### src/rtl/m_extension_unit.sv
// m_extension_unit: iterative RV32M multiply/divide unit for the EX stage.
// One op per accepted start, one-cycle done pulse with the result.
// Multiply is shift-add retiring MUL_RADIX bits per cycle; divide is restoring,
// one quotient bit per cycle. Signed ops work on magnitudes and fix the sign at the end.
// Optional feature: define M_PAIR_REUSE_EN to keep the last divide's quotient and
// remainder so a matching div/rem pair completes without recomputation.
module m_extension_unit #(
    parameter int XLEN      = 32,
    parameter int MUL_RADIX = 1
) (
    input  logic            clk_i,
    input  logic            rst_ni,
    input  logic            start_i,
    input  logic            flush_i,
    input  logic [2:0]      funct3_i,
    input  logic [XLEN-1:0] rs1_i,
    input  logic [XLEN-1:0] rs2_i,
    output logic            busy_o,
    output logic            done_o,
    output logic [XLEN-1:0] result_o
);

    typedef enum logic [2:0] {
        F3_MUL    = 3'b000,
        F3_MULH   = 3'b001,
        F3_MULHSU = 3'b010,
        F3_MULHU  = 3'b011,
        F3_DIV    = 3'b100,
        F3_DIVU   = 3'b101,
        F3_REM    = 3'b110,
        F3_REMU   = 3'b111
    } m_funct3_t;

    typedef enum logic [2:0] {
        S_IDLE,
        S_PREP,
        S_MUL,
        S_DIV,
        S_FIXUP,
        S_DONE
    } state_t;

    localparam int CW      = $clog2(XLEN) + 1;
    localparam int MUL_CYC = XLEN / MUL_RADIX;

    state_t              state_q, state_d;
    m_funct3_t           f3_q, f3_d;
    logic [XLEN-1:0]     opa_q, opa_d;
    logic [XLEN-1:0]     opb_q, opb_d;
    logic [XLEN-1:0]     opm_q, opm_d;
    logic [2*XLEN-1:0]   acc_q, acc_d;
    logic [CW-1:0]       cnt_q, cnt_d;
    logic                negq_q, negq_d;
    logic                negr_q, negr_d;
    logic [XLEN-1:0]     result_q, result_d;

`ifdef M_PAIR_REUSE_EN
    logic                reuse_valid_q, reuse_valid_d;
    logic                reuse_signed_q, reuse_signed_d;
    logic [XLEN-1:0]     reuse_a_q, reuse_a_d;
    logic [XLEN-1:0]     reuse_b_q, reuse_b_d;
    logic [XLEN-1:0]     reuse_quo_q, reuse_quo_d;
    logic [XLEN-1:0]     reuse_rem_q, reuse_rem_d;
    logic                reuse_hit;
`endif

    // Operand interpretation helpers derived from the latched funct3.
    logic                is_div, div_signed, a_signed, b_signed, a_neg, b_neg;
    logic [XLEN-1:0]     abs_a, abs_b;
    logic                is_int_min, is_minus_one;
    logic [XLEN+MUL_RADIX-1:0] mul_sum;
    logic [2*XLEN-1:0]   mul_next;
    logic [XLEN:0]       div_shift, div_diff;
    logic [2*XLEN-1:0]   div_next;
    logic [2*XLEN-1:0]   prod_fix;
    logic [XLEN-1:0]     quo_fix, rem_fix;

    assign is_div       = f3_q[2];
    assign div_signed   = ~f3_q[0];
    assign a_signed     = is_div ? div_signed : (f3_q == F3_MULH || f3_q == F3_MULHSU);
    assign b_signed     = is_div ? div_signed : (f3_q == F3_MULH);
    assign a_neg        = a_signed & opa_q[XLEN-1];
    assign b_neg        = b_signed & opb_q[XLEN-1];
    assign abs_a        = a_neg ? ('0 - opa_q) : opa_q;
    assign abs_b        = b_neg ? ('0 - opb_q) : opb_q;
    assign is_int_min   = (opa_q == {1'b1, {(XLEN-1){1'b0}}});
    assign is_minus_one = (opb_q == '1);

    // One multiply step: add multiplicand times the low digit, then shift right.
    assign mul_sum  = {{MUL_RADIX{1'b0}}, acc_q[2*XLEN-1:XLEN]}
                    + ({{MUL_RADIX{1'b0}}, opm_q} * {{XLEN{1'b0}}, acc_q[MUL_RADIX-1:0]});
    assign mul_next = {mul_sum, acc_q[XLEN-1:MUL_RADIX]};

    // One restoring-divide step: shift in the next dividend bit, subtract if it fits.
    assign div_shift = acc_q[2*XLEN-1:XLEN-1];
    assign div_diff  = div_shift - {1'b0, opm_q};
    assign div_next  = div_diff[XLEN] ? {div_shift[XLEN-1:0], acc_q[XLEN-2:0], 1'b0}
                                      : {div_diff[XLEN-1:0],  acc_q[XLEN-2:0], 1'b1};

    assign prod_fix = negq_q ? ('0 - acc_q) : acc_q;
    assign quo_fix  = negq_q ? ('0 - acc_q[XLEN-1:0]) : acc_q[XLEN-1:0];
    assign rem_fix  = negr_q ? ('0 - acc_q[2*XLEN-1:XLEN]) : acc_q[2*XLEN-1:XLEN];

`ifdef M_PAIR_REUSE_EN
    assign reuse_hit = reuse_valid_q && (opa_q == reuse_a_q) && (opb_q == reuse_b_q)
                     && (div_signed == reuse_signed_q);
`endif

    assign busy_o   = (state_q == S_PREP) || (state_q == S_MUL)
                   || (state_q == S_DIV)  || (state_q == S_FIXUP);
    assign done_o   = (state_q == S_DONE);
    assign result_o = result_q;

    // Next-state logic: sequencing, datapath steps, result selection and flush override.
    always_comb begin
        state_d  = state_q;
        f3_d     = f3_q;
        opa_d    = opa_q;
        opb_d    = opb_q;
        opm_d    = opm_q;
        acc_d    = acc_q;
        cnt_d    = cnt_q;
        negq_d   = negq_q;
        negr_d   = negr_q;
        result_d = result_q;
`ifdef M_PAIR_REUSE_EN
        reuse_valid_d  = reuse_valid_q;
        reuse_signed_d = reuse_signed_q;
        reuse_a_d      = reuse_a_q;
        reuse_b_d      = reuse_b_q;
        reuse_quo_d    = reuse_quo_q;
        reuse_rem_d    = reuse_rem_q;
`endif

        case (state_q)
            S_IDLE, S_DONE: begin
                state_d = S_IDLE;
                if (start_i && !flush_i) begin
                    f3_d    = m_funct3_t'(funct3_i);
                    opa_d   = rs1_i;
                    opb_d   = rs2_i;
                    state_d = S_PREP;
                end
            end
            S_PREP: begin
                if (is_div) begin
                    if (opb_q == '0) begin
                        result_d = f3_q[1] ? opa_q : '1;
                        state_d  = S_DONE;
                    end else if (div_signed && is_int_min && is_minus_one) begin
                        result_d = f3_q[1] ? '0 : opa_q;
                        state_d  = S_DONE;
`ifdef M_PAIR_REUSE_EN
                    end else if (reuse_hit) begin
                        result_d = f3_q[1] ? reuse_rem_q : reuse_quo_q;
                        state_d  = S_DONE;
`endif
                    end else begin
                        acc_d   = {{XLEN{1'b0}}, abs_a};
                        opm_d   = abs_b;
                        negq_d  = a_neg ^ b_neg;
                        negr_d  = a_neg;
                        cnt_d   = CW'(XLEN - 1);
                        state_d = S_DIV;
                    end
                end else begin
                    if (opa_q == '0 || opb_q == '0) begin
                        result_d = '0;
                        state_d  = S_DONE;
`ifdef M_PAIR_REUSE_EN
                        reuse_valid_d = 1'b0;
`endif
                    end else begin
                        acc_d   = {{XLEN{1'b0}}, abs_b};
                        opm_d   = abs_a;
                        negq_d  = a_neg ^ b_neg;
                        negr_d  = 1'b0;
                        cnt_d   = CW'(MUL_CYC - 1);
                        state_d = S_MUL;
                    end
                end
            end
            S_MUL: begin
                acc_d = mul_next;
                cnt_d = cnt_q - 1'b1;
                if (cnt_q == '0) begin
                    state_d = S_FIXUP;
                end
            end
            S_DIV: begin
                acc_d = div_next;
                cnt_d = cnt_q - 1'b1;
                if (cnt_q == '0) begin
                    state_d = S_FIXUP;
                end
            end
            S_FIXUP: begin
                state_d = S_DONE;
                if (is_div) begin
                    result_d = f3_q[1] ? rem_fix : quo_fix;
`ifdef M_PAIR_REUSE_EN
                    reuse_valid_d  = 1'b1;
                    reuse_signed_d = div_signed;
                    reuse_a_d      = opa_q;
                    reuse_b_d      = opb_q;
                    reuse_quo_d    = quo_fix;
                    reuse_rem_d    = rem_fix;
`endif
                end else begin
                    result_d = (f3_q == F3_MUL) ? prod_fix[XLEN-1:0] : prod_fix[2*XLEN-1:XLEN];
`ifdef M_PAIR_REUSE_EN
                    reuse_valid_d = 1'b0;
`endif
                end
            end
            default: begin
                state_d = S_IDLE;
            end
        endcase

        // A flush kills the in-flight op: no done pulse, result untouched.
        if (flush_i && busy_o) begin
            state_d  = S_IDLE;
            result_d = result_q;
`ifdef M_PAIR_REUSE_EN
            reuse_valid_d = 1'b0;
`endif
        end
    end

    // State and datapath registers, cleared asynchronously by reset.
    always_ff @(posedge clk_i or negedge rst_ni) begin
        if (!rst_ni) begin
            state_q  <= S_IDLE;
            f3_q     <= F3_MUL;
            opa_q    <= '0;
            opb_q    <= '0;
            opm_q    <= '0;
            acc_q    <= '0;
            cnt_q    <= '0;
            negq_q   <= 1'b0;
            negr_q   <= 1'b0;
            result_q <= '0;
        end else begin
            state_q  <= state_d;
            f3_q     <= f3_d;
            opa_q    <= opa_d;
            opb_q    <= opb_d;
            opm_q    <= opm_d;
            acc_q    <= acc_d;
            cnt_q    <= cnt_d;
            negq_q   <= negq_d;
            negr_q   <= negr_d;
            result_q <= result_d;
        end
    end

`ifdef M_PAIR_REUSE_EN
    // Reuse register holding the last completed divide's operands and results.
    always_ff @(posedge clk_i or negedge rst_ni) begin
        if (!rst_ni) begin
            reuse_valid_q  <= 1'b0;
            reuse_signed_q <= 1'b0;
            reuse_a_q      <= '0;
            reuse_b_q      <= '0;
            reuse_quo_q    <= '0;
            reuse_rem_q    <= '0;
        end else begin
            reuse_valid_q  <= reuse_valid_d;
            reuse_signed_q <= reuse_signed_d;
            reuse_a_q      <= reuse_a_d;
            reuse_b_q      <= reuse_b_d;
            reuse_quo_q    <= reuse_quo_d;
            reuse_rem_q    <= reuse_rem_d;
        end
    end
`endif

endmodule

### config.mk
export PLATFORM = sky130hd
export DESIGN_NAME = m_extension_unit
export DESIGN_NICKNAME = d
export VERILOG_FILES = /design/src/rtl/m_extension_unit.sv
export SDC_FILE = /design/constraint.sdc
export NUM_CORES = 1
export LEC_CHECK = 0
export ABC_CLOCK_PERIOD_IN_PS = 8189
export CELL_PAD_IN_SITES_DETAIL_PLACEMENT = 0
export CELL_PAD_IN_SITES_GLOBAL_PLACEMENT = 1
export CORE_ASPECT_RATIO = 2
export CORE_MARGIN = 4
export CORE_UTILIZATION = 40
export CTS_CLUSTER_DIAMETER = 30
export DETAILED_ROUTE_END_ITERATION = 10
export PLACE_DENSITY_LB_ADDON = 0.1
export RECOVER_POWER = 25
export SLEW_MARGIN = 20
export SYNTH_ARGS = -nofsm -noshare
export SYNTH_HDL_FRONTEND = slang
export SYNTH_SLANG_ARGS = --single-unit
### constraint.sdc
create_clock -name clk_i -period 8.19 [get_ports clk_i]
set_input_delay 0.819 -clock clk_i [delete_from_list [all_inputs] [get_ports clk_i]]
set_output_delay 0.819 -clock clk_i [all_outputs]
set_load 0.05 [all_outputs]
Yosys cells after proc, flatten, opt, wreduce, memory -nomap -nowiden --
Cells that the tools add are included. Widths: inputs -> output; s select.
Storage, ports and cells: memories 0, memory bits (read-only) 0, bits in registers 206, word-level logic and storage cells 115, memory bits (writable) 0, bits in latches 0, output and inout port bits 34, input port bits 71
Cells by class: div/mod/pow operators 0, order comparisons 0, add/subtract/negate cells 8, muxes and demuxes 48, equality and inequality tests 18, shift operators 0, bitwise operators 5, multiply operators 1, reductions and logical operators 25
Operators by type and width (count):
- $mux 32 | 17
- $mux 64 | 6
- $pmux 64 s3 | 1
- $sub 1x32->32 const A | 4
- $eq 32x32->1 const B | 2
- $logic_not 32->1 | 2
- $pmux 32 s2 | 1
- $sub 1x64->64 const A | 1
- $add 32x33->33 | 1
- $mul 32x1->33 | 1
- $sub 33x32->33 | 1
- $mux 6 | 4
- $mux 3 | 6
- $reduce_and 4->1 | 4
- $pmux 3 s4 | 1
- $pmux 6 s2 | 1
- $mux 1 | 11
- $eq 3x2->1 const B | 3
- $ne 3x3->1 const B | 3
- $eq 3x1->1 const B | 2
- $eq 3x3->1 const B | 2
- $logic_not 3->1 | 2
- $logic_not 6->1 | 1
- $ne 2x2->1 const B | 3
- 14 further kinds | 25

Depth between registers and ports, before layout --
depth in word-level cells 9, mapped depth 14, mapped depth without buffers 13

Worst setup path before layout --
OpenSTA, ideal clock, no wires.
path kind reg2reg, start reg acc_q[31], end reg acc_q[57], stages on the path, launching flop included 14, period minus slack after synthesis 3.354 ns, setup time 0.124 ns, data required time 8.066 ns, buffers on the path 2, path slack 4.836 ns, arrival 3.230 ns, cell sequence dfrtp_1 clkbuf_1 inv_1 ha_1 fa_1 nor2b_1 o31ai_1 a211oi_1 o31ai_1 o211ai_1 xor2_1 buf_2 o21ai_0 a211o_1
Between the ends: word-level cells in the longest chain between the ends 3
Ends and longest elaborated chain:
- from (decl) | RTL line 51 | logic [2*XLEN-1:0] acc_q, acc_d;
- from (signal assigned) | RTL line 239 | acc_q <= '0;
- from (signal assigned) | RTL line 250 | acc_q <= acc_d;
- $sub 33x32->33 | RTL line 96 | assign div_diff = div_shift - {1'b0, opm_q};
- $mux 64 | RTL line 97 | assign div_next = div_diff[XLEN] ? {div_shift[XLEN-1:0], acc_q[XLEN-2:0], 1'b0}
- $pmux 64 s3 | RTL line 135 | case (state_q)
Every way passes these cells. A chain may end at the register's enable or synchronous reset.

Worst setup path after layout --
start reg acc_q[31], end reg acc_q[63]
Same word-level chain as after synthesis.

==> metrics.txt <==
worst-path maximum fanout 35; max_cap viols 0; f_max 216 MHz; Worst setup SP type flop; maximum clock path buffer count 3; grt total ovfl 0; final WL 74800 um; Rel. slew slack 26.4%; R2R cell count 14; Netlist cell types 77; antenna violations before repair 1; DR WL/cell 26.1 um; reg2reg setup slack 3.57 ns; VDD IR max 286 uV; Initial Util 40.5%; R2R Path Start acc_q[31]; Num CTS Buffers 43; Layout fillers 4411; total power 10500 uW; simple logic cell fraction of the synthesized area 18.1%; global-route usage over all layers 30.5%; Ys Warns 0; CP arrival 5.08 ns; core area 44300 um2; Syn Nets 2406; first drt pass iteration count 6; number of vias per cell 6.04; XOR/XNOR Fraction of Synth Area 9.85%; Post-Syn Area 18000 um2; RSZ-0062 raised after global routing false; register area 5160 um2; largest net degree at the start of global routing 129; share of cells above drive strength 1 9.35%; Area Overhead vs Synth 15.9%; Synth Area in Adders 6.40%; GP Congestion 0.998; Synth Flop Type dfrtp_1; I/O Pins 105; Flop pwr share 21.3%; status completed; Hold Fails Final Rpt 0; worst slack, placed 3.56 ns; Multi-input gate area 12000 um2; final core occ 46.9%; IO Port Bufs 104; worst-margin pin slew 1.10 ns; Syn Inst Count 2262; initial DRC count 1213; minimum clock period 4.62 ns; sw frac 53.3%; worst setup margin 3.57 ns; die area 48500 um2; Clock transition at path regs 0.06 ns; LEAKAGE 0.00857 uW; final setup fails 0; max-slew violation count 0; global-route wire length before repair 111000 um; min-delay worst type in2async; setup repair bufs after CTS 0; P_int 4900 uW; CP required 8.64 ns; Die Y 308 um; Final Net Count 2423; EDFF count, synth 0; H-Tree Depth 2; vias in the first global route 17300; share of the clock period used by the worst path 56.5%; Vias 17300; PwrDens 504 nW/um2; Hold Worst Slack 0.293 ns; CP Capture Type flop; TritonCTS clock tree built; main combinational cell family by area after synthesis compound AO/OA/AOI/OAI gates; setup tns final 0 ns; clk_lat worst skew 0.56 ns; Worst R2R End acc_q[63]; Yosys reg bits 206; Psw 5590 uW; DIE WIDTH 158 um; root buf cell clkbuf_16; Final Skew 0.0317 ns; DRC Markers 0; CTS hold repair buffers 0; Clk network pwr share 17.0%; mux cell area share after synthesis 8.61%; Crit Path Category reg2reg; HPWL Detailed 58300 um; combinational fraction of design power 61.6%; FP Rows 109; post-cts resize count 0; Final ANT Viol Nets 0; Seq/Total Area, Yosys 28.7%; compound-gate portion of the synthesized area 23.4%; syn avg cell area 7.94 um2; Synth async-reset ratio 100%; clk sinks 206
## cell type report
cell class              instances  area share [%]
well taps                     555            3.34
inverters                      70            1.26
flip-flops and latches        206            24.8
clock buffers                  46            5.32
repair buffers                131            6.06
multi-input cells            1827            57.5
clock inverters                31            1.67
diodes                          1          0.0120
## layout by cell type (no fill, tap or decap), drive strengths merged, types with 10 or more instances in the layout
master / n
a31oi: 29
o41ai: 17
a21oi: 213
o31ai: 32
a21o: 25
xnor2: 101
o221ai: 12
xor2: 101
nor2b: 12
o22a: 10
a211oi: 21
or4: 25
buf: 27
nor2: 239
mux2i: 69
clkbuf: 47
o21ai: 199
clkdlybuf4s50: 103
o21a: 14
a22oi: 19
and3: 16
nor3: 48
mux2: 76
nand4: 16
nor4: 18
o211ai: 20
or2: 13
or3: 27
inv: 81
ha: 71
dfrtp: 206
o21bai: 10
nand3: 30
nand2b: 19
nand2: 212
maj3: 22
## state kept, by name, summed over array words and instances, names as in the netlist, 3 cells and up
signal and flops:
acc_q 64, opa_q 32, opb_q 32, opm_q 32
result_o 32, cnt_q 6, f3_q 3, state_q 3
## stage by stage
stage	std cells	cell area (um2)
floorplan	2262	18000
global placement	2789	19300
detailed placement	2789	19300
CTS	2866	20800
global route	2866	20800
finish	2867	20800
## worst max path at each step
stage                             end      start  depth (start not counted)  slack [ns]
after CTS                   acc_q[63]  acc_q[31]                         14        3.56
final                       acc_q[63]  acc_q[31]                         14        3.57
after floorplan             acc_q[57]  acc_q[31]                         13        4.84
after global placement    result_o[1]   opa_q[4]                          8        3.50
after global routing        acc_q[63]  acc_q[31]                         14        3.31
after detailed placement    acc_q[63]  acc_q[31]                         14        3.56
## per-layer routing
metal  GRT usage (%)  up-vias  wire length, um
met5               0        -               12
met4            22.1        2             6770
met3            3.49      240             3000
met2            56.2      568            39600
met1            30.9     8326            25400
li1                -     8191                -
## power groups by stage
| stage | clock network (uW) | registers [uW] | logic (uW) |
|---|---|---|---|
| 2_1_floorplan | 0 | 1890 | 4480 |
| 3_3_place_gp | 0 | 2230 | 6350 |
| 3_5_place_dp | 0 | 2240 | 6370 |
| 4_1_cts | 1810 | 2230 | 6410 |
| 5_1_grt | 1860 | 2300 | 6980 |
| 6_report | 1780 | 2240 | 6470 |
## synthesized netlist by cell type (13+ instances only)
| master | count | area [um2] |
|---|---|---|
| a211oi_1 | 21 | 158 |
| a21o_1 | 25 | 188 |
| a21oi_1 | 213 | 1070 |
| a22oi_1 | 19 | 143 |
| a31oi_1 | 29 | 181 |
| and3_1 | 16 | 100 |
| buf_2 | 13 | 65.1 |
| clkbuf_1 | 138 | 518 |
| dfrtp_1 | 206 | 5150 |
| ha_1 | 71 | 888 |
| inv_1 | 68 | 255 |
| maj3_1 | 22 | 220 |
| mux2_2 | 76 | 856 |
| mux2i_1 | 69 | 691 |
| nand2_1 | 212 | 796 |
| nand2b_1 | 19 | 119 |
| nand3_1 | 30 | 150 |
| nand4_1 | 16 | 100 |
| nor2_1 | 239 | 897 |
| nor3_1 | 47 | 235 |
| nor4_1 | 17 | 106 |
| o211ai_1 | 20 | 150 |
| o21a_1 | 14 | 105 |
| o21ai_0 | 197 | 986 |
| o31ai_1 | 32 | 240 |
| o41ai_1 | 17 | 149 |
| or2_2 | 13 | 81.3 |
| or3_1 | 24 | 150 |
| or4_1 | 22 | 165 |
| xnor2_1 | 101 | 885 |
| xor2_1 | 101 | 885 |
## cell families after synthesis
family                     after synthesis
adders and majority gates               95
muxes                                  145
AOI/OAI and AO/OA                      685
and+or+nand+nor                        700
xor gates and xnor gates               202
DFF                                    206
buffers and inverters                  229
## worst max-delay path: stages (launching register included)
cell and delay (ns):
dfrtp_1 0.56, inv_1 0.19, ha_1 0.24, fa_1 0.41, nor2b_1 0.20, o31ai_1 0.11, a211oi_1 0.40, o31ai_1 0.15
buf_4 0.20, o211ai_1 0.39, xor2_4 0.16, buf_4 0.44, and2_1 0.57, o21ai_0 0.24, a41oi_1 0.22
Power figures use the tool's default switching activity.
